--- src/rtl/ram_dump_if.sv ---
// Write-stream and dump handshake bundle for ram_dump_module.
// The slave side is the dump module; the master side is the upstream/consumer.
interface ram_dump_if #(
    parameter int DATA_W = 8,
    parameter int ADDR_W = 4
);
    logic              write_en;
    logic [ADDR_W-1:0] ram_addr;
    logic [DATA_W-1:0] ram_data;
    logic              start_sig;
    logic              done_sig;
    logic              dump_busy;
    logic              dump_valid;
    logic [ADDR_W-1:0] dump_addr;
    logic [DATA_W-1:0] dump_data;
    logic              dump_written;
    logic [DATA_W-1:0] checksum;
    logic [ADDR_W:0]   written_cnt;

    modport slave (
        input  write_en, ram_addr, ram_data, start_sig,
        output done_sig, dump_busy, dump_valid, dump_addr, dump_data,
               dump_written, checksum, written_cnt
    );

    modport master (
        output write_en, ram_addr, ram_data, start_sig,
        input  done_sig, dump_busy, dump_valid, dump_addr, dump_data,
               dump_written, checksum, written_cnt
    );
endinterface

--- src/rtl/ram_dump_module.sv ---
// Captures the ROM-to-RAM write stream into a small RAM with a written bitmap,
// and on request streams every entry back out with a checksum and entry count.
module ram_dump_module #(
    parameter int DATA_W = 8,
    parameter int ADDR_W = 4
) (
    input  logic         clk,
    input  logic         rst_n,
    ram_dump_if.slave    bus
);
    localparam int DEPTH = 1 << ADDR_W;

    typedef enum logic [1:0] {IDLE, READ, DRAIN, DONE} state_t;

    logic [DATA_W-1:0] mem [DEPTH];
    logic [DEPTH-1:0]  wbit_q;

    state_t            state_q, state_d;
    logic [ADDR_W-1:0] rd_addr_q, rd_addr_d;
    logic              vld_q;
    logic [ADDR_W-1:0] addr_q;
    logic [DATA_W-1:0] rdata_q;
    logic              wr_q;
    logic [DATA_W-1:0] acc_q, acc_d;
    logic [ADDR_W:0]   cnt_q, cnt_d;
    logic [DATA_W-1:0] sum_q, sum_d;
    logic [ADDR_W:0]   wcnt_q, wcnt_d;

    logic [DATA_W-1:0] beat_data;

    assign beat_data = wr_q ? rdata_q : '0;

    // Read samples mem before this edge's write lands: read-before-write on collision.
    always_ff @(posedge clk) begin
        if (bus.write_en) begin
            mem[bus.ram_addr] <= bus.ram_data;
        end
    end

    always_ff @(posedge clk or negedge rst_n) begin
        if (!rst_n) begin
            state_q   <= IDLE;
            rd_addr_q <= '0;
            wbit_q    <= '0;
            vld_q     <= 1'b0;
            addr_q    <= '0;
            rdata_q   <= '0;
            wr_q      <= 1'b0;
            acc_q     <= '0;
            cnt_q     <= '0;
            sum_q     <= '0;
            wcnt_q    <= '0;
        end else begin
            state_q   <= state_d;
            rd_addr_q <= rd_addr_d;
            acc_q     <= acc_d;
            cnt_q     <= cnt_d;
            sum_q     <= sum_d;
            wcnt_q    <= wcnt_d;
            vld_q     <= (state_q == READ);
            if (bus.write_en) begin
                wbit_q[bus.ram_addr] <= 1'b1;
            end
            if (state_q == READ) begin
                addr_q  <= rd_addr_q;
                rdata_q <= mem[rd_addr_q];
                wr_q    <= wbit_q[rd_addr_q];
            end else begin
                wr_q    <= 1'b0;
            end
        end
    end

    always_comb begin
        state_d   = state_q;
        rd_addr_d = rd_addr_q;
        acc_d     = acc_q;
        cnt_d     = cnt_q;
        sum_d     = sum_q;
        wcnt_d    = wcnt_q;

        if (vld_q && wr_q) begin
            acc_d = acc_q + beat_data;
            cnt_d = cnt_q + 1'b1;
        end

        unique case (state_q)
            IDLE: begin
                if (bus.start_sig) begin
                    state_d   = READ;
                    rd_addr_d = '0;
                    acc_d     = '0;
                    cnt_d     = '0;
                end
            end
            READ: begin
                if (rd_addr_q == '1) begin
                    state_d = DRAIN;
                end else begin
                    rd_addr_d = rd_addr_q + 1'b1;
                end
            end
            DRAIN: begin
                // Fold in the last beat here so results are visible alongside done_sig.
                state_d = DONE;
                sum_d   = acc_d;
                wcnt_d  = cnt_d;
            end
            DONE: begin
                state_d = IDLE;
            end
            default: state_d = IDLE;
        endcase
    end

    assign bus.done_sig     = (state_q == DONE);
    assign bus.dump_busy    = (state_q != IDLE);
    assign bus.dump_valid   = vld_q;
    assign bus.dump_addr    = addr_q;
    assign bus.dump_data    = beat_data;
    assign bus.dump_written = wr_q;
    assign bus.checksum     = sum_q;
    assign bus.written_cnt  = wcnt_q;
endmodule

--- src/flat_wrapper.sv ---
// flat-port wrapper written by rule: the top's interface ports become plain ports
module ram_dump_module_flat 
#(
    parameter int DATA_W = 8,
    parameter int ADDR_W = 4
)
  (clk, rst_n, bus_write_en, bus_ram_addr, bus_ram_data, bus_start_sig, bus_done_sig, bus_dump_busy, bus_dump_valid, bus_dump_addr, bus_dump_data, bus_dump_written, bus_checksum, bus_written_cnt);
  ram_dump_if #(.DATA_W(DATA_W), .ADDR_W(ADDR_W)) bus_i ();
  input  logic clk;
  input  logic rst_n;
  input wire logic [$bits(bus_i.write_en)-1:0] bus_write_en;
  input wire logic [$bits(bus_i.ram_addr)-1:0] bus_ram_addr;
  input wire logic [$bits(bus_i.ram_data)-1:0] bus_ram_data;
  input wire logic [$bits(bus_i.start_sig)-1:0] bus_start_sig;
  output wire logic [$bits(bus_i.done_sig)-1:0] bus_done_sig;
  output wire logic [$bits(bus_i.dump_busy)-1:0] bus_dump_busy;
  output wire logic [$bits(bus_i.dump_valid)-1:0] bus_dump_valid;
  output wire logic [$bits(bus_i.dump_addr)-1:0] bus_dump_addr;
  output wire logic [$bits(bus_i.dump_data)-1:0] bus_dump_data;
  output wire logic [$bits(bus_i.dump_written)-1:0] bus_dump_written;
  output wire logic [$bits(bus_i.checksum)-1:0] bus_checksum;
  output wire logic [$bits(bus_i.written_cnt)-1:0] bus_written_cnt;
  assign bus_i.write_en = bus_write_en;
  assign bus_i.ram_addr = bus_ram_addr;
  assign bus_i.ram_data = bus_ram_data;
  assign bus_i.start_sig = bus_start_sig;
  assign bus_done_sig = bus_i.done_sig;
  assign bus_dump_busy = bus_i.dump_busy;
  assign bus_dump_valid = bus_i.dump_valid;
  assign bus_dump_addr = bus_i.dump_addr;
  assign bus_dump_data = bus_i.dump_data;
  assign bus_dump_written = bus_i.dump_written;
  assign bus_checksum = bus_i.checksum;
  assign bus_written_cnt = bus_i.written_cnt;
  ram_dump_module #(.DATA_W(DATA_W), .ADDR_W(ADDR_W)) u_core (.clk(clk), .rst_n(rst_n), .bus(bus_i));
endmodule
--- config.mk ---
export PLATFORM = sky130hd
export DESIGN_NAME = ram_dump_module_flat
export DESIGN_NICKNAME = d
export VERILOG_FILES = /design/src/rtl/ram_dump_if.sv /design/src/rtl/ram_dump_module.sv /design/src/flat_wrapper.sv
export SDC_FILE = /design/constraint.sdc
export NUM_CORES = 1
export LEC_CHECK = 0
export CORE_ASPECT_RATIO = 2
export CORE_MARGIN = 1
export CORE_UTILIZATION = 45
export CTS_BUF_LIST = sky130_fd_sc_hd__clkbuf_16
export DETAILED_ROUTE_END_ITERATION = 16
export PLACE_DENSITY = 0.72
export SLEW_MARGIN = 20
export SYNTH_ARGS = -nofsm -noshare
export SYNTH_HDL_FRONTEND = slang
export SYNTH_SLANG_ARGS = --single-unit
export TNS_END_PERCENT = 30
--- constraint.sdc ---
create_clock -name clk -period 5.8 [get_ports clk]
set_input_delay 1.16 -clock clk [delete_from_list [all_inputs] [get_ports clk]]
set_output_delay 1.16 -clock clk [all_outputs]
set_load 0.01 [all_outputs]
=== Word level (Yosys, flattened, before mapping) ===
Memory sizes are Yosys's and may differ from the RTL's. A register that Yosys moved wholly into a read port is not among the register bits.
Cells that the tools add are included.

* Input port bits: 16
* Word-level logic and storage cells: 53
* Memories: 1
* Bits in writable memories: 128
* Output and inout port bits: 29
* Flip-flop bits (word level): 54

* Reductions and logical operators: 8
* Bitwise gates (word level): 1
* Muxes and demuxes: 20
* Equality and inequality tests: 7
* Order comparisons: 3
* Add/subtract/negate cells: 3

{| class="wikitable"
|+ Memories
! memory !! words !! width !! rd ports !! clocked after memory_dff !! wr ports !! line !! source
|-
| u_core.mem || 16 || 8 || 1 || 1 || 1 || ram_dump_module.sv:15 || <nowiki>logic [DATA_W-1:0] mem [DEPTH];</nowiki>
|}

{| class="wikitable"
|+ Operators by type and width
! cell !! number
|-
| 8-bit 2-to-1 mux || 4
|-
| 16-bit bitwise OR || 1
|-
| 5-bit 2-to-1 mux || 3
|-
| 4-bit by 5-bit < comparator with 1-bit output (second input constant) || 2
|-
| 8-bit adder || 1
|-
| 4-bit 2-to-1 mux || 2
|-
| 2-bit one-hot mux with 4 select lines || 1
|-
| 4-bit one-hot mux with 2 select lines || 1
|-
| 2-bit != test (second input constant) || 3
|-
| 5-bit by 1-bit adder with 5-bit output (second input constant) || 1
|-
| 1-bit 2-to-1 mux || 5
|-
| 4-bit by 1-bit adder with 4-bit output (second input constant) || 1
|-
| 1-bit binary-select mux with 4-bit select || 1
|-
| 1-bit demux with 4-bit select || 1
|-
| 2-bit == test (second input constant) || 2
|-
| 4-bit == test (second input constant) || 1
|-
| 4-bit by 1-bit greater-or-equal comparator with 1-bit output (second input constant) || 1
|-
| 2-bit 2-to-1 mux || 2
|-
| 2-bit nonzero test || 2
|-
| 3-bit AND reduction || 1
|-
| 2-bit by 1-bit == test with 1-bit output (second input constant) || 1
|-
| 1-bit logical AND || 2
|-
| 2-bit logical NOT || 1
|-
| 2-bit AND reduction || 1
|-
| 1-bit logical NOT || 1
|}

=== Depth between registers and ports, before layout ===
* Word-level depth: 5
* Mapped depth: 8
* Mapped depth without buffers: 8

=== Worst setup path before layout ===
Ideal clock, no wire load.

* Kind: in2reg
* Start: in bus_ram_addr[1]
* End: mem u_core.mem[0][0], enable pin
* Data arrival time: 2.300 ns
* Required time: 5.415 ns
* Cell stages on the path: 2
* Slack: 3.115 ns
* Setup time: 0.385 ns
* Buffers on the path: 0
* Path through: or3b_2 > nor3_1

{| class="wikitable"
|+ RTL lines
! item !! line !! source
|-
| start, declared || flat_wrapper.sv:12 || <nowiki>input wire logic [$bits(bus_i.ram_addr)-1:0] bus_ram_addr;</nowiki>
|-
| end, declared || ram_dump_module.sv:15 ||
|}

No word-level cell before the write port.

=== Worst setup path in the final report ===
* Start: reg u_core.state_q[0]
* End: out bus_dump_busy

* Longest elaborated chain between the ends: 1

{| class="wikitable"
|+ RTL lines
! item !! line !! source
|-
| start, declared || ram_dump_module.sv:18 || <nowiki>state_t state_q, state_d;</nowiki>
|-
| start signal, assigned || ram_dump_module.sv:54 || <nowiki>state_q <= state_d;</nowiki>
|-
| 2-bit nonzero test || ram_dump_module.sv:117 || <nowiki>assign bus.dump_busy = (state_q != IDLE);</nowiki>
|-
| end, declared || flat_wrapper.sv:16 || <nowiki>output wire logic [$bits(bus_i.dump_busy)-1:0] bus_dump_busy;</nowiki>
|}

No other way between the ends.

==> impl_metrics.ini <==
[grt]
grt_max_degree = 63
grt_pass1_wl_microns = 25100
grt_overflow = 0
antenna_found_initial = 0
grt_pass1_vias = 4605
grt_usage = 0.193

[clocking]
cts_sinks = 190
worstSkewPairLatency_ns = 0.44
cts_root_buffer = clkbuf_16
clock_path_buffers = 2
htreeDepth = 4
cts_tree = yes
cts.hold.buffers_added = 0
clkTransAtPathRegs_ns = 0.07
post_cts_buffers = 0
numCtsBuffers = 17
post_cts_resized = 0

[critical_path]
reg2reg_slack_ns = 3.10
cp_top_family = buffers and inverters
path_class = flop to output pin
cp_num_buf_inv = 3
reg2reg_from = u_core.rd_addr_q[0]$_DFFE_PN0P_
cp_common_cell = inv_1
cp_max_fo = 5
crit_path_end = bus_dump_busy
end_kind = output pin
critical-path-max-stage-delay_ns = 0.54
crit_cells = 4
cp-start-kind = flop
r2r_cells = 4
worstPathArrival_ns = 1.79
worstReg2RegEnd = u_core.bus.dump_written$_DFF_PN0_
path_cells = inv_1, ha_1, inv_1, clkdlybuf4s50_1
cp.required_ns = 4.64
crit_path_start = u_core.state_q[0]$_DFFE_PN0P_
slowest_stage = clkdlybuf4s50_1

[placement]
hpwlAfterDp_microns = 11300
gp_congestion = 0.833
place_ws_ns = 2.18
port_buffers = 44
place_inst = 745

[timing]
fmax_ghz = 0.339
finalSetupViolCount = 0
worst_pin_slew_ns = 0.984
relSlewSlack = 0.344
fin_worst_skew_ns = 0.0110
layout_setup_ws_ns = 2.85
setup_tns_ns = 0
hold_viol_final = 0
period_minus_slack_ns = 2.95
rsz0062_at_grt = false
drv_slew = 0
post-route-period-util = 0.509

[synth]
ys_seq_area_frac = 0.687
ys_ff_latch = 190
netlist.area_leader.share = 0.489
syn_area_sq_um = 7850
syn-instance-count = 510
syn_nets = 540
syn_avg_cell_area_sq_um = 15.4
synth_edf_count = 128
synthArstFlopShare = 0.326
synth_flop_cell = edfxtp_1
ys_top_cells_by_area = edfxtp_1 49%, dfrtp_1 20%, mux2i_1 5.7%, mux4_2 3.7%, nor2_1 2.2%
yosys.cell_types.count = 49
yosys_warnings = 0
yosys.area.top_type = edfxtp_1

[final_layout]
n_antenna_cell = 0
fin_cells = 777
nFillCells = 1402
layout.nets = 584
area_growth_pct = 15.5
layout-drive-gt1-share = 0.139

[detailed_routing]
drcViolationCount = 0
drt_wl_total_microns = 16100
ant_nets = 0
wl_per_cell_microns = 20.7
dr.pass1.iters = 5
viasPerCell = 5.71
detail_route.iter0.violations = 185
vias = 4433

[die]
die_w_microns = 95.4
start_util = 0.457
rows = 68
coreArea_sq_um = 17200
io_pins = 45
die_area_sq_um = 18000
die_h_microns = 189

[worst_hold_path]
hold_path_class = flop to flop

[outcome]
status = finished clean

[pwr]
ir_worst_vdd_uv = 266
p_leak_nw = 3.25
p_total_mw = 3.97
powerDensity_nw_per_um2 = 438

[job]
cap_violations = 0
layer usage:
layer | up-vias | GRT usage | wire length, microns
met5 | - | 0 | 0
met4 | 0 | 0.111 | 754
met3 | 36 | 0.0383 | 592
met2 | 144 | 0.342 | 8990
met1 | 2241 | 0.205 | 5720
li1 | 2012 | - | -
final cells by class:
| cell class | instances | area, sq um | area share |
|---|---|---|---|
| well taps | 210 | 263 | 0.0290 |
| clock inverters | 12 | 104 | 0.0114 |
| inverters | 8 | 30.0 | 0.00331 |
| flip-flops and latches | 190 | 5400 | 0.595 |
| clock buffers | 20 | 500 | 0.0552 |
| multi-input cells | 288 | 2300 | 0.254 |
| repair buffers | 49 | 473 | 0.0521 |
where the power goes:
group          total, mW  internal (mW)  switching, mW
clock network       1.17          0.641          0.528
logic               1.06          0.515          0.549
registers           1.74           1.62          0.118
total               3.97           2.78           1.19
worst min path at each step:
stage	from	end	slack (ns)	depth (start not counted)
2_1_floorplan	u_core.wbit_q[5]$_DFFE_PN0P_	u_core.wbit_q[5]$_DFFE_PN0P_	0.43	1
3_3_place_gp	u_core.wbit_q[6]$_DFFE_PN0P_	u_core.wbit_q[6]$_DFFE_PN0P_	0.44	1
3_5_place_dp	u_core.wbit_q[13]$_DFFE_PN0P_	u_core.wbit_q[13]$_DFFE_PN0P_	0.45	1
4_1_cts	u_core.wbit_q[13]$_DFFE_PN0P_	u_core.wbit_q[13]$_DFFE_PN0P_	0.46	1
5_1_grt	u_core.wbit_q[5]$_DFFE_PN0P_	u_core.wbit_q[5]$_DFFE_PN0P_	0.48	1
6_report	u_core.wbit_q[13]$_DFFE_PN0P_	u_core.wbit_q[13]$_DFFE_PN0P_	0.46	1
flip-flops by register name, indices dropped and copies added, names as in the netlist, 2 cells and up:
| signal | cells |
|---|---|
| u_core.bus.checksum | 8 |
| u_core.state_q | 2 |
| u_core.cnt_q | 5 |
| u_core.acc_q | 8 |
| u_core.rdata_q | 8 |
| u_core.bus.written_cnt | 5 |
| u_core.bus.dump_addr | 4 |
| u_core.rd_addr_q | 4 |
| u_core.mem | 128 |
| u_core.wbit_q | 16 |
synthesized netlist by cell type, types with 3 or more instances:
master / n
mux4_2: 13
nand2b_1: 5
and2_1: 13
edfxtp_1: 128
o22ai_1: 12
mux2_2: 3
o21ai_0: 11
xnor2_1: 5
nand2_1: 12
o32ai_1: 6
buf_4: 6
clkbuf_1: 10
nand4_1: 3
mux2i_1: 45
xor2_1: 3
dfrtp_1: 62
nor3_1: 16
buf_2: 5
nor2b_1: 8
nor2_1: 46
or2_2: 17
nand3_1: 6
inv_1: 8
mux4_1: 4
a21oi_1: 19
ha_1: 13
a21o_1: 3
metrics by stage:
step                 util  area, sq um  hold WS (ns)
finish              0.528         9070         0.460
global route        0.528         9070         0.481
CTS                 0.527         9060         0.463
detailed placement  0.492         8450         0.448
global placement    0.491         8450         0.444
floorplan               -         7850         0.430
cell usage in the layout, fill, tap and decap left out, types with 3 or more instances in the layout:
cell and n:
mux4_2 13, nand2b_1 5, a21o_1 3, or2_2 17
o22ai_1 12, mux2i_1 45, nor2_1 46, buf_4 5
xor2_1 3, and2_1 13, o32ai_1 6, inv_1 8
inv_6 6, clkdlybuf4s50_1 43, nand4_1 3, mux2_2 3
xnor2_1 5, clkbuf_16 20, ha_1 13, nor2b_1 8
dfrtp_1 61, nand2_1 12, edfxtp_1 128, a21oi_1 19
nand3_1 6, nor3_2 4, mux4_1 4, o21ai_0 11
nor3_1 12
logic make-up (layout without fill, tap and decap cells):
family | after synthesis | in the layout | synth area share
AOI/OAI and AO/OA | 67 | 67 | 0.0558
muxes | 67 | 67 | 0.119
adders and majority gates | 14 | 14 | 0.0233
buffers and inverters | 32 | 89 | 0.0220
xor gates and xnor gates | 8 | 8 | 0.00892
DFF | 190 | 190 | 0.687
and+or+nand+nor | 132 | 132 | 0.0843
No activity file was read; power rests on OpenSTA's default activity.
